==> src/rtl/hq_piso_stream.sv <==
// hq_piso_stream: parallel-in / serial-out streamer for a frame of NUM
// complex channel coefficients (Q8.8 real/imag, W bits each).
//
// A frame is captured from frame_in on load while idle, then presented one
// element per cycle on Hq_r/Hq_i with a valid/ready handshake. sof/eof mark
// the first/last element. done pulses for one cycle after the last transfer.
//
// Ports:
//   clk        clock, all state changes on the rising edge
//   rst        synchronous active-low reset
//   load       capture request (honoured only in IDLE)
//   frame_in   NUM elements, element k at [2W*k +: 2W], {real, imag}
//   out_ready  downstream accepts the current element
//   Hq_r/Hq_i  current element (0 when out_valid=0)
//   out_valid  Hq_r/Hq_i valid
//   sof/eof    current element is element 0 / element NUM-1
//   busy       frame captured and not yet fully transferred (SHIFT or DONE)
//   done       one-cycle pulse after the last element is accepted
//
// Build option: define HQ_PISO_CONJ_EN to output the saturated negation of
// the imaginary part (conjugate); otherwise imag passes through unmodified.

module hq_piso_stream #(
    parameter int unsigned NUM = 8,
    parameter int unsigned W   = 16
) (
    input  logic                 clk,
    input  logic                 rst,
    input  logic                 load,
    input  logic [NUM*2*W-1:0]   frame_in,
    input  logic                 out_ready,
    output logic [W-1:0]         Hq_r,
    output logic [W-1:0]         Hq_i,
    output logic                 out_valid,
    output logic                 sof,
    output logic                 eof,
    output logic                 busy,
    output logic                 done
);

    localparam int unsigned IDX_W = (NUM > 1) ? $clog2(NUM) : 1;
    localparam int unsigned EW    = 2 * W;
    localparam logic [IDX_W-1:0] LAST_IDX = IDX_W'(NUM - 1);

    typedef enum logic [1:0] {
        ST_IDLE  = 2'd0,
        ST_SHIFT = 2'd1,
        ST_DONE  = 2'd2
    } state_t;

    state_t            state_q, state_d;
    logic [IDX_W-1:0]  idx_q, idx_d;
    logic [EW-1:0]     elem_q [NUM];
    logic [EW-1:0]     elem_d [NUM];
    logic [W-1:0]      hq_r_q, hq_r_d;
    logic [W-1:0]      hq_i_q, hq_i_d;
    logic              valid_q, valid_d;
    logic              sof_q, sof_d;
    logic              eof_q, eof_d;
    logic              busy_q, busy_d;
    logic              done_q, done_d;

    // Element presented on the next cycle and whether one is presented at all
    logic              present;
    logic [EW-1:0]     pres_elem;

    // Imaginary output mapping: pass-through or saturated negation
    function automatic logic [W-1:0] imag_out(input logic [W-1:0] im);
`ifdef HQ_PISO_CONJ_EN
        // The most negative value has no positive counterpart; clamp to max
        if (im == {1'b1, {(W-1){1'b0}}}) begin
            return {1'b0, {(W-1){1'b1}}};
        end
        return W'(~im + W'(1));
`else
        return im;
`endif
    endfunction

    // Next-state, storage and registered-output computation
    always_comb begin
        state_d   = state_q;
        idx_d     = idx_q;
        elem_d    = elem_q;
        done_d    = 1'b0;
        present   = 1'b0;
        pres_elem = '0;

        unique case (state_q)
            ST_IDLE: begin
                if (load) begin
                    for (int k = 0; k < int'(NUM); k++) begin
                        elem_d[k] = frame_in[EW*k +: EW];
                    end
                    idx_d     = '0;
                    state_d   = ST_SHIFT;
                    present   = 1'b1;
                    pres_elem = frame_in[EW-1:0];
                end
            end
            ST_SHIFT: begin
                present   = 1'b1;
                pres_elem = elem_q[idx_q];
                if (out_ready) begin
                    if (idx_q == LAST_IDX) begin
                        state_d = ST_DONE;
                        idx_d   = '0;
                        present = 1'b0;
                        done_d  = 1'b1;
                    end else begin
                        idx_d     = idx_q + IDX_W'(1);
                        pres_elem = elem_q[idx_q + IDX_W'(1)];
                    end
                end
            end
            ST_DONE: begin
                state_d = ST_IDLE;
                idx_d   = '0;
            end
            default: begin
                state_d = ST_IDLE;
                idx_d   = '0;
            end
        endcase

        valid_d = present;
        sof_d   = present && (idx_d == '0);
        eof_d   = present && (idx_d == LAST_IDX);
        busy_d  = (state_d != ST_IDLE);
        hq_r_d  = present ? pres_elem[EW-1:W] : '0;
        hq_i_d  = present ? imag_out(pres_elem[W-1:0]) : '0;
    end

    // State, storage and output registers
    always_ff @(posedge clk) begin
        if (!rst) begin
            state_q <= ST_IDLE;
            idx_q   <= '0;
            for (int k = 0; k < int'(NUM); k++) begin
                elem_q[k] <= '0;
            end
            hq_r_q  <= '0;
            hq_i_q  <= '0;
            valid_q <= 1'b0;
            sof_q   <= 1'b0;
            eof_q   <= 1'b0;
            busy_q  <= 1'b0;
            done_q  <= 1'b0;
        end else begin
            state_q <= state_d;
            idx_q   <= idx_d;
            elem_q  <= elem_d;
            hq_r_q  <= hq_r_d;
            hq_i_q  <= hq_i_d;
            valid_q <= valid_d;
            sof_q   <= sof_d;
            eof_q   <= eof_d;
            busy_q  <= busy_d;
            done_q  <= done_d;
        end
    end

    assign Hq_r      = hq_r_q;
    assign Hq_i      = hq_i_q;
    assign out_valid = valid_q;
    assign sof       = sof_q;
    assign eof       = eof_q;
    assign busy      = busy_q;
    assign done      = done_q;

endmodule

==> config.mk <==
export PLATFORM = sky130hd
export DESIGN_NAME = hq_piso_stream
export DESIGN_NICKNAME = d
export VERILOG_FILES = /design/src/rtl/hq_piso_stream.sv
export SDC_FILE = /design/constraint.sdc
export NUM_CORES = 1
export LEC_CHECK = 0
export ABC_AREA = 1
export CAP_MARGIN = 15
export CELL_PAD_IN_SITES_DETAIL_PLACEMENT = 1
export CELL_PAD_IN_SITES_GLOBAL_PLACEMENT = 1
export CORE_ASPECT_RATIO = 1.5
export CORE_MARGIN = 2
export CORE_UTILIZATION = 39
export CTS_CLUSTER_SIZE = 10
export DETAILED_ROUTE_END_ITERATION = 7
export HOLD_SLACK_MARGIN = 0.08
export PLACE_DENSITY = 0.95
export SYNTH_ARGS = -nofsm -noshare
export SYNTH_HDL_FRONTEND = slang
export SYNTH_SLANG_ARGS = --single-unit
==> constraint.sdc <==
create_clock -name clk -period 3.2 [get_ports clk]
set_input_delay 0.64 -clock clk [delete_from_list [all_inputs] [get_ports clk]]
set_output_delay 0.64 -clock clk [all_outputs]
set_load 0.05 [all_outputs]
==> results of run 1 <==
==> per-layer routing <==
layer  vias up  track usage (%)  routed length, um
met1      8443             35.3              25000
met5         -                0                  0
met3       211             3.70               3340
met4         0             19.9               4280
li1       8155                -                  -
met2       661             49.9              30500
==> placed cells by master (no fill, tap or decap), drive strengths merged <==
cell type      netlist  routed
nor3                 3       3
inv                272     273
nand3              416     416
dfxtp              298     298
o21ai              227     227
nand2              716     716
a21oi              291     291
clkbuf              80      42
ha                   2       2
clkdlybuf4s50        0     295
o22ai                1       1
diode                0      10
nor2                 9       9
buf                115      33
==> worst paths after layout <==
kind                                   from          end  slack [ns]  cells past startpoint
worst max-delay path               Hq_r[14]     Hq_r[14]        0.79                      1
worst min-delay path            elem_q[201]  elem_q[201]        0.47                      2
worst max register to register     idx_q[0]      Hq_r[1]        0.92                      9
worst min register to register  elem_q[201]  elem_q[201]        0.47                      2
==> layout make-up <==
| class | instances | share of cell area (%) |
|---|---|---|
| multi-input cells | 1665 | 38.4 |
| flip-flops and latches | 298 | 30.7 |
| repair buffers | 328 | 17.4 |
| inverters | 272 | 5.27 |
| clock buffers | 42 | 4.85 |
| well taps | 500 | 3.22 |
| diodes | 10 | 0.129 |
| clock inverters | 1 | 0.0450 |
==> per-stage QoR <==
stage | setup WS, ns | util, % | cell area (sq um) | instances | total power [mW]
6_report | 0.793 | 49.6 | 19500 | 3116 | 9.77
5_1_grt | 0.769 | 49.6 | 19500 | 3116 | 10.2
4_1_cts | 0.774 | 49.6 | 19400 | 3106 | 9.79
3_5_place_dp | 0.595 | 47.1 | 18500 | 3063 | 6.16
3_3_place_gp | 0.675 | 47.1 | 18500 | 3063 | 6.04
2_1_floorplan | 1.54 | - | 15500 | 2430 | 5.36
==> logic make-up after synthesis <==
logic type      Yosys count  synth area share (%)
compound gates          519                  16.8
flops                   298                  38.6
buf+inv                 467                  13.2
fa+ha+maj                 2                 0.162
simple gates           1144                  31.3
==> sequential cells by signal, summed over array words and instances (netlist names) <==
register,flops
eof,1
elem_q,256
state_q,2
busy,1
Hq_i,16
done,1
idx_q,3
out_valid,1
sof,1
Hq_r,16
==> power groups by stage <==
stage | logic, mW | registers [mW] | clock network [mW]
2_1_floorplan | 1.09 | 4.27 | 0
3_3_place_gp | 1.82 | 4.22 | 0
3_5_place_dp | 1.92 | 4.24 | 0
4_1_cts | 1.95 | 4.17 | 3.67
5_1_grt | 2.17 | 4.19 | 3.80
6_report | 1.97 | 4.17 | 3.63
==> run summary, run 1 <==
count of cell types in the netlist: 20
synthesized netlist cell count: 2430
Vias/cell: 5.61
status: complete, no violations
Rel. slew slack: 42.1%
first drt pass iteration count: 5
CTS Hold Bufs: 0
DP Wirelength: 42500 um
initial antenna violation count: 10
Hold Fails Final Rpt: 0
minimum clock period: 2.41 ns
net switching power: 2.96 mW
Req. time, crit path: 2.56 ns
number of global-route vias before repair: 18200
clk_skew: 0.0241 ns
Final setup viols: 0
Max-Cap Viols: 0
multi-input combinational cell area: 0.00747 sq mm
area of the die: 0.0413 sq mm
clock slew at reported path FFs: 0.06 ns
first-pass GRT wire length: 97800 um
clock root buffer: clkbuf_16
RSZ-0062 raised after global routing: no
IO Port Bufs: 296
peak supply drop: 0.352 mV
DR iter-0 viols: 1364
ordered cell list for the critical path: clkdlybuf4s50_1
remaining global-route overflow: 0
TritonCTS clock tree: done
GRT Overall Usage: 29.5%
layout cell share with drive strength beyond 1: 3.22%
Post-synth EDFFs: 0
Crit. End Element: output pin
nets: 2863
Max Root-Sink Buffers: 3
asr flop ratio synth: 0%
#FFs+latches synth: 298
WL/cell: 20.3 um
PostCTS Resize Cnt: 0
clock latency on the worst-skew pair: 0.53 ns
top cells by area, synth: dfxtp_1 (39%), nand2_1 (17%), nand3_1 (13%)
setup bufs post-CTS: 0
post-synthesis sequential area ratio: 38.6%
Worst Path Buf+Inv: 1
H-Tree Depth: 2
switch share: 30.2%
pwr/cell area: 502 mW/mm^2
Hold WC Path Type: reg2reg
largest net degree at the start of global routing: 195
final WL: 63100 um
Core Area: 0.0392 sq mm
cell with the most instances after synthesis: nand2_1
I/O pins: 297
Vias: 17500
Pint: 6.82 mW
fill count: 5112
Fin Setup TNS: 0 ns
syn avg cell area: 6.37 sq um
# DRC: 0
Slew @ Worst Pin: 0.869 ns
standard-cell rows: 89
Placer Congestion: 0.936
Final Cycle Share: 75.2%
CTS Buf Count: 36
top_reg_cell synth: dfxtp_1
hold slack final: 0.472 ns
Routed Antenna Nets: 0
kind of critical path: reg2out
Die Wd: 167 um
sequential share of power: 42.7%
Chip Height: 248 um
Initial Util: 39.5%
clock sinks: 298
Clk network pwr share: 37.2%
Yosys warnings: 0
Critical-path top delay cell: clkdlybuf4s50_1
register area: 0.00597 sq mm
Leak: 8.08 nW
Max Clock Freq: 415 MHz
CP top delay family: buffers and inverters
Mapped Nets: 2692
cell area after synthesis: 0.0155 sq mm
Layout area overhead: 25.8%
worst path arrival time: 1.77 ns
Logic pwr share: 20.1%
max-slew violation count: 0
leading area contributor after synthesis: dfxtp_1
slowest stage delay, CP: 0.84 ns
Worst Setup Start Kind: register
post-synth top area share: 38.6%
Max FO, Critical Path: 1
Post-synth top cells: nand2_1 (715), nand3_1 (416), dfxtp_1 (298), a21oi_1 (291), inv_1 (267)
(Power assumes the default switching activity.)
==> run 2: changes to the inputs <==
--- a/config.mk
+++ b/config.mk
@@ -11,11 +11,11 @@
 export CELL_PAD_IN_SITES_GLOBAL_PLACEMENT = 1
 export CORE_ASPECT_RATIO = 1.5
 export CORE_MARGIN = 2
-export CORE_UTILIZATION = 39
+export CORE_UTILIZATION = 33
 export CTS_CLUSTER_SIZE = 10
 export DETAILED_ROUTE_END_ITERATION = 7
 export HOLD_SLACK_MARGIN = 0.08
-export PLACE_DENSITY = 0.95
+export PLACE_DENSITY = 0.88
 export SYNTH_ARGS = -nofsm -noshare
 export SYNTH_HDL_FRONTEND = slang
 export SYNTH_SLANG_ARGS = --single-unit
==> constraint.sdc (replaced) <==
create_clock -name clk -period 2.2 [get_ports clk]
set_input_delay 0.44 -clock clk [delete_from_list [all_inputs] [get_ports clk]]
set_output_delay 0.44 -clock clk [all_outputs]
set_load 0.05 [all_outputs]
==> run summary, run 2 (synthesis gave the netlist of run 1 again) <==
IO Port Bufs: 296 (unchanged)
Max Clock Freq: 457 MHz
first drt pass iteration count: 5 (unchanged)
Hold Fails Final Rpt: 0 (unchanged)
Max Root-Sink Buffers: 3 (unchanged)
clock root buffer: clkbuf_16
# DRC: 0 (unchanged)
Biggest register: elem_q
standard-cell rows: 97 (+9.0%)
Max FO, Critical Path: 1 (unchanged)
ordered cell list for the critical path: clkdlybuf4s50_1
DR iter-0 viols: 1043 (-24%)
remaining global-route overflow: 0 (unchanged)
CP top delay family: buffers and inverters
Die Wd: 181 um (+8.5%)
setup bufs post-CTS: 0 (unchanged)
largest net degree at the start of global routing: 137 (-30%)
GRT Overall Usage: 25.5% (-4.1 points)
Rel. slew slack: 52.1% (+10 points)
final instance area: 0.0199 sq mm (+2.3%)
max-slew violation count: 0 (unchanged)
H-Tree Depth: 2 (unchanged)
commonest cells after routing, fill and taps aside: nand2_1 (714), nand3_1 (416), dfxtp_1 (296)
Critical-path top delay cell: clkdlybuf4s50_1
Chip Height: 269 um (+8.6%)
Slew @ Worst Pin: 0.717 ns (-0.152 ns)
Core Area: 0.0465 sq mm (+19%)
max reg flops: 256 (unchanged)
first-pass GRT wire length: 99400 um (+1.7%)
DP Wirelength: 45100 um (+6.1%)
layout cell share with drive strength beyond 1: 4.47% (+1.2 points)
Placer Congestion: 0.928 (-0.78%)
TritonCTS clock tree: done
Fin Setup TNS: 0 ns (unchanged)
R2R depth: 9 (unchanged)
WL/cell: 19.9 um (-2.0%)
clock sinks: 298 (unchanged)
Routed Antenna Nets: 0 (unchanged)
CTS Buf Count: 36 (unchanged)
clock slew at reported path FFs: 0.06 ns (about the same)
initial antenna violation count: 12 (+2)
Vias/cell: 5.37 (-4.3%)
register area: 0.00597 sq mm (unchanged)
Worst path depth: 1 (unchanged)
dpl cell area: 0.0189 sq mm (+2.4%)
CTS Hold Bufs: 0 (unchanged)
kind of critical path: reg2out
slowest stage delay, CP: 0.83 ns (about the same)
area of the die: 0.0487 sq mm (+18%)
fill count: 5965 (+17%)
peak supply drop: 0.465 mV (+32%)
Worst Setup Start Kind: register
commonest non-fill, non-tap cell in the layout: nand2_1
I/O pins: 297 (unchanged)
Setup WS pre-CTS: -0.00666 ns (-0.602 ns)
clk_skew: 0.0195 ns (-0.00460 ns)
Layout area overhead: 28.7%
worst path arrival time: 1.75 ns (-0.02 ns)
Vias: 17400 (-0.23%)
pwr/cell area: 718 mW/mm^2 (+43%)
Crit. End Element: output pin
final WL: 64500 um (+2.2%)
Max-Cap Viols: 0 (unchanged)
clock latency on the worst-skew pair: 0.53 ns (about the same)
Worst Path Buf+Inv: 1 (unchanged)
Hold WC Path Type: in2reg
Final Cycle Share: 99.6%
slack of the critical path: 0.00965 ns (-0.783 ns)
multi-input combinational cell area: 0.00747 sq mm (unchanged)
Initial Util: 33.3% (-6.2 points)
Final setup viols: 0 (unchanged)
minimum clock period: 2.19 ns
status: complete, no violations
Req. time, crit path: 1.76 ns (-0.80 ns)
number of cells on the worst hold path: 3 (+1)
RSZ-0062 raised after global routing: no
number of global-route vias before repair: 18400 (+0.90%)
Leak: 8.31 nW (+2.8%)
nets: 2897 (+1.2%)
## run 2: area by class of cell
| class | count | share of cell area (%) |
|---|---|---|
| diodes | 12 | 0.151 |
| well taps | 594 | 3.73 |
| inverters | 272 | 5.15 |
| repair buffers | 362 | 18.6 |
| multi-input cells | 1665 | 37.5 |
| clock buffers | 44 | 4.78 |
| clock inverters | 1 | 0.0440 |
| flip-flops and latches | 298 | 30.0 |
## run 2: final timing paths
check        startpoint         end  slack (ns)
max            Hq_r[14]    Hq_r[14]        0.01
max reg2reg    idx_q[0]     Hq_r[7]        0.15
min                 rst  state_q[0]        0.28
min reg2reg  elem_q[50]  elem_q[50]        0.47
## run 2: power breakdown
part           switching (mW)  leakage (nW)  internal, mW  total, mW
sequential              0.245          2.46          5.82       6.07
combinational            1.77          5.38          1.17       2.94
clock                    2.28         0.468          3.00       5.28
total                    4.29          8.31          9.99       14.3
## run 2: timing repair
action | in CTS | in global routing
endpoints found under the hold margin | 0 | 0
gates resized for setup | 3 | 2
pin swaps | 0 | 0
endpoints found under the setup margin | 3 | 2
## run 2: layer usage
metal / share of wire [%] / global-route usage (%) / vias up
met1: 41 / 30.5 / 8407
li1: - / - / 8237
met4: 6.5 / 17.1 / 0
met5: 0 / 0 / -
met3: 5.0 / 3.36 / 183
met2: 48 / 42.3 / 602
## run 2: per-stage QoR
step                      util [%]  std cells  power, mW  hold slack [ns]
final                         42.8       3248       14.3            0.284
after detailed placement      40.7       3191       9.07            0.463
after CTS                     42.8       3236       14.3            0.280
after floorplan                  -       2430       7.80            0.444
after global placement        40.7       3191       8.90            0.449
after global routing          42.8       3248       14.9            0.292
==> run 3: changes to the inputs <==
--- a/config.mk
+++ b/config.mk
@@ -16,6 +16,7 @@
 export DETAILED_ROUTE_END_ITERATION = 7
 export HOLD_SLACK_MARGIN = 0.08
 export PLACE_DENSITY = 0.88
+export SKIP_CTS_REPAIR_TIMING = 1
 export SYNTH_ARGS = -nofsm -noshare
 export SYNTH_HDL_FRONTEND = slang
 export SYNTH_SLANG_ARGS = --single-unit
==> run summary, run 3 (synthesis gave the netlist of run 1 again) <==
status: complete, no violations
Req. time, crit path: 1.76 ns (about the same)
clock slew at reported path FFs: 0.06 ns (about the same)
pwr/cell area: 717 mW/mm^2 (about the same)
clk_skew: 0.0201 ns (+0.000645 ns)
initial antenna violation count: 12 (unchanged)
number of global-route vias before repair: 18400 (unchanged)
commonest cells after routing, fill and taps aside: nand2_1 (714), nand3_1 (416), dfxtp_1 (296)
first drt pass iteration count: 5 (unchanged)
CP top delay family: buffers and inverters
commonest non-fill, non-tap cell in the layout: nand2_1
I/O pins: 297 (unchanged)
Placer Congestion: 0.928 (unchanged)
Max-Cap Viols: 0 (unchanged)
Max Clock Freq: 456 MHz (-0.20%)
clock sinks: 298 (unchanged)
GRT Overall Usage: 25.5% (unchanged)
ordered cell list for the critical path: clkdlybuf4s50_1
peak supply drop: 0.464 mV (-0.13%)
Biggest register: elem_q
CTS Buf Count: 36 (unchanged)
Crit. End Element: output pin
max-slew violation count: 0 (unchanged)
standard-cell rows: 97 (unchanged)
Die Wd: 181 um (unchanged)
Slew @ Worst Pin: 0.718 ns (+0.000792 ns)
layout cell share with drive strength beyond 1: 4.47% (unchanged)
slowest stage delay, CP: 0.83 ns (about the same)
Power Total: 14.3 mW (about the same)
non-filler cells, final: 3248 (unchanged)
Worst path depth: 1 (unchanged)
uppermost routed layer: met4
clock latency on the worst-skew pair: 0.53 ns (about the same)
Vias/cell: 5.37 (about the same)
Detail Route met2 WL: 30900 um (+0.17%)
max reg flops: 256 (unchanged)
TritonCTS clock tree: done
clock root buffer: clkbuf_16
final WL: 64500 um (about the same)
Layout area overhead: 28.7% (about the same)
Rel. slew slack: 52.1% (-0.053 points)
DP Wirelength: 45100 um (unchanged)
largest net degree at the start of global routing: 137 (unchanged)
Chip Height: 269 um (unchanged)
nets: 2897 (unchanged)
Max Root-Sink Buffers: 3 (unchanged)
Hold Fails Final Rpt: 0 (unchanged)
worst path arrival time: 1.75 ns (about the same)
DR iter-0 viols: 1024 (-1.8%)
first-pass GRT wire length: 99400 um (unchanged)
Vias: 17400 (-0.017%)
Core Area: 0.0465 sq mm (unchanged)
metal1 wirelength: 26100 um (-0.39%)
H-Tree Depth: 2 (unchanged)
Final Cycle Share: 99.8% (+0.20 points)
Initial Util: 33.3% (unchanged)
Final setup viols: 0 (unchanged)
kind of critical path: reg2out
remaining global-route overflow: 0 (unchanged)
Hold WC Path Type: in2reg
Fin Setup TNS: 0 ns (unchanged)
placed cells: 3191 (unchanged)
area of the die: 0.0487 sq mm (unchanged)
Routed met3 length: 3300 um (+1.6%)
WL/cell: 19.9 um (about the same)
Worst Path Buf+Inv: 1 (unchanged)
Routed Antenna Nets: 0 (unchanged)
Max FO, Critical Path: 1 (unchanged)
Critical-path top delay cell: clkdlybuf4s50_1
Leak: 8.33 nW (+0.26%)
IO Port Bufs: 296 (unchanged)
# DRC: 0 (unchanged)
Worst Setup Start Kind: register
R2R depth: 9 (unchanged)
number of cells on the worst hold path: 3 (unchanged)
minimum clock period: 2.19 ns (+0.00441 ns)
-- run 3: cell types whose count changed in the layout (fill, tap and decap cells not counted), sizes merged --
cell	change
dlygate4sd2	-3
dlymetal6s2s	+2
clkdlybuf4s50	+1
-- run 3: where the power goes --
group / total (mW) / internal, mW / switching [mW]
combinational: 2.94 / 1.17 / 1.77
clock: 5.28 / 3.00 / 2.28
sequential: 6.07 / 5.82 / 0.245
total: 14.3 / 9.99 / 4.29
-- run 3: metrics by stage --
stage / hold slack, ns / util [%] / worst slack (ns) / instance area [sq um]
3_3_place_gp: 0.449 / 40.7 / 0.0565 / 18900
3_5_place_dp: 0.463 / 40.7 / -0.00666 / 18900
6_report: 0.284 / 42.8 / 0.00524 / 19900
5_1_grt: 0.292 / 42.8 / -0.000804 / 19900
4_1_cts: 0.280 / 42.8 / -0.0299 / 19900
2_1_floorplan: 0.444 / - / 0.544 / 15500
-- run 3: final cells by class --
class	count	area (sq um)
Antenna cell	12	30.0
Fill cell	5965	26600
Timing Repair Buffer	362	3720
Sequential cell	298	5970
Clock buffer	44	952
Multi-Input combinational cell	1665	7470
Tap cell	594	743
Clock inverter	1	8.76
Inverter	272	1030
-- run 3: metal layers --
metal  up-vias  track usage, %
li1       8235               -
met3       185            3.36
met1      8402            30.5
met5         -               0
met4         0            17.1
met2       604            42.3
-- run 3: path summary, 6_finish.rpt --
path                                  from          to  slack [ns]
worst min register to register  elem_q[50]  elem_q[50]        0.47
worst max register to register    idx_q[0]     Hq_r[7]        0.15
worst max-delay path              Hq_r[12]    Hq_r[12]       0.005
worst min-delay path                   rst  state_q[0]        0.28
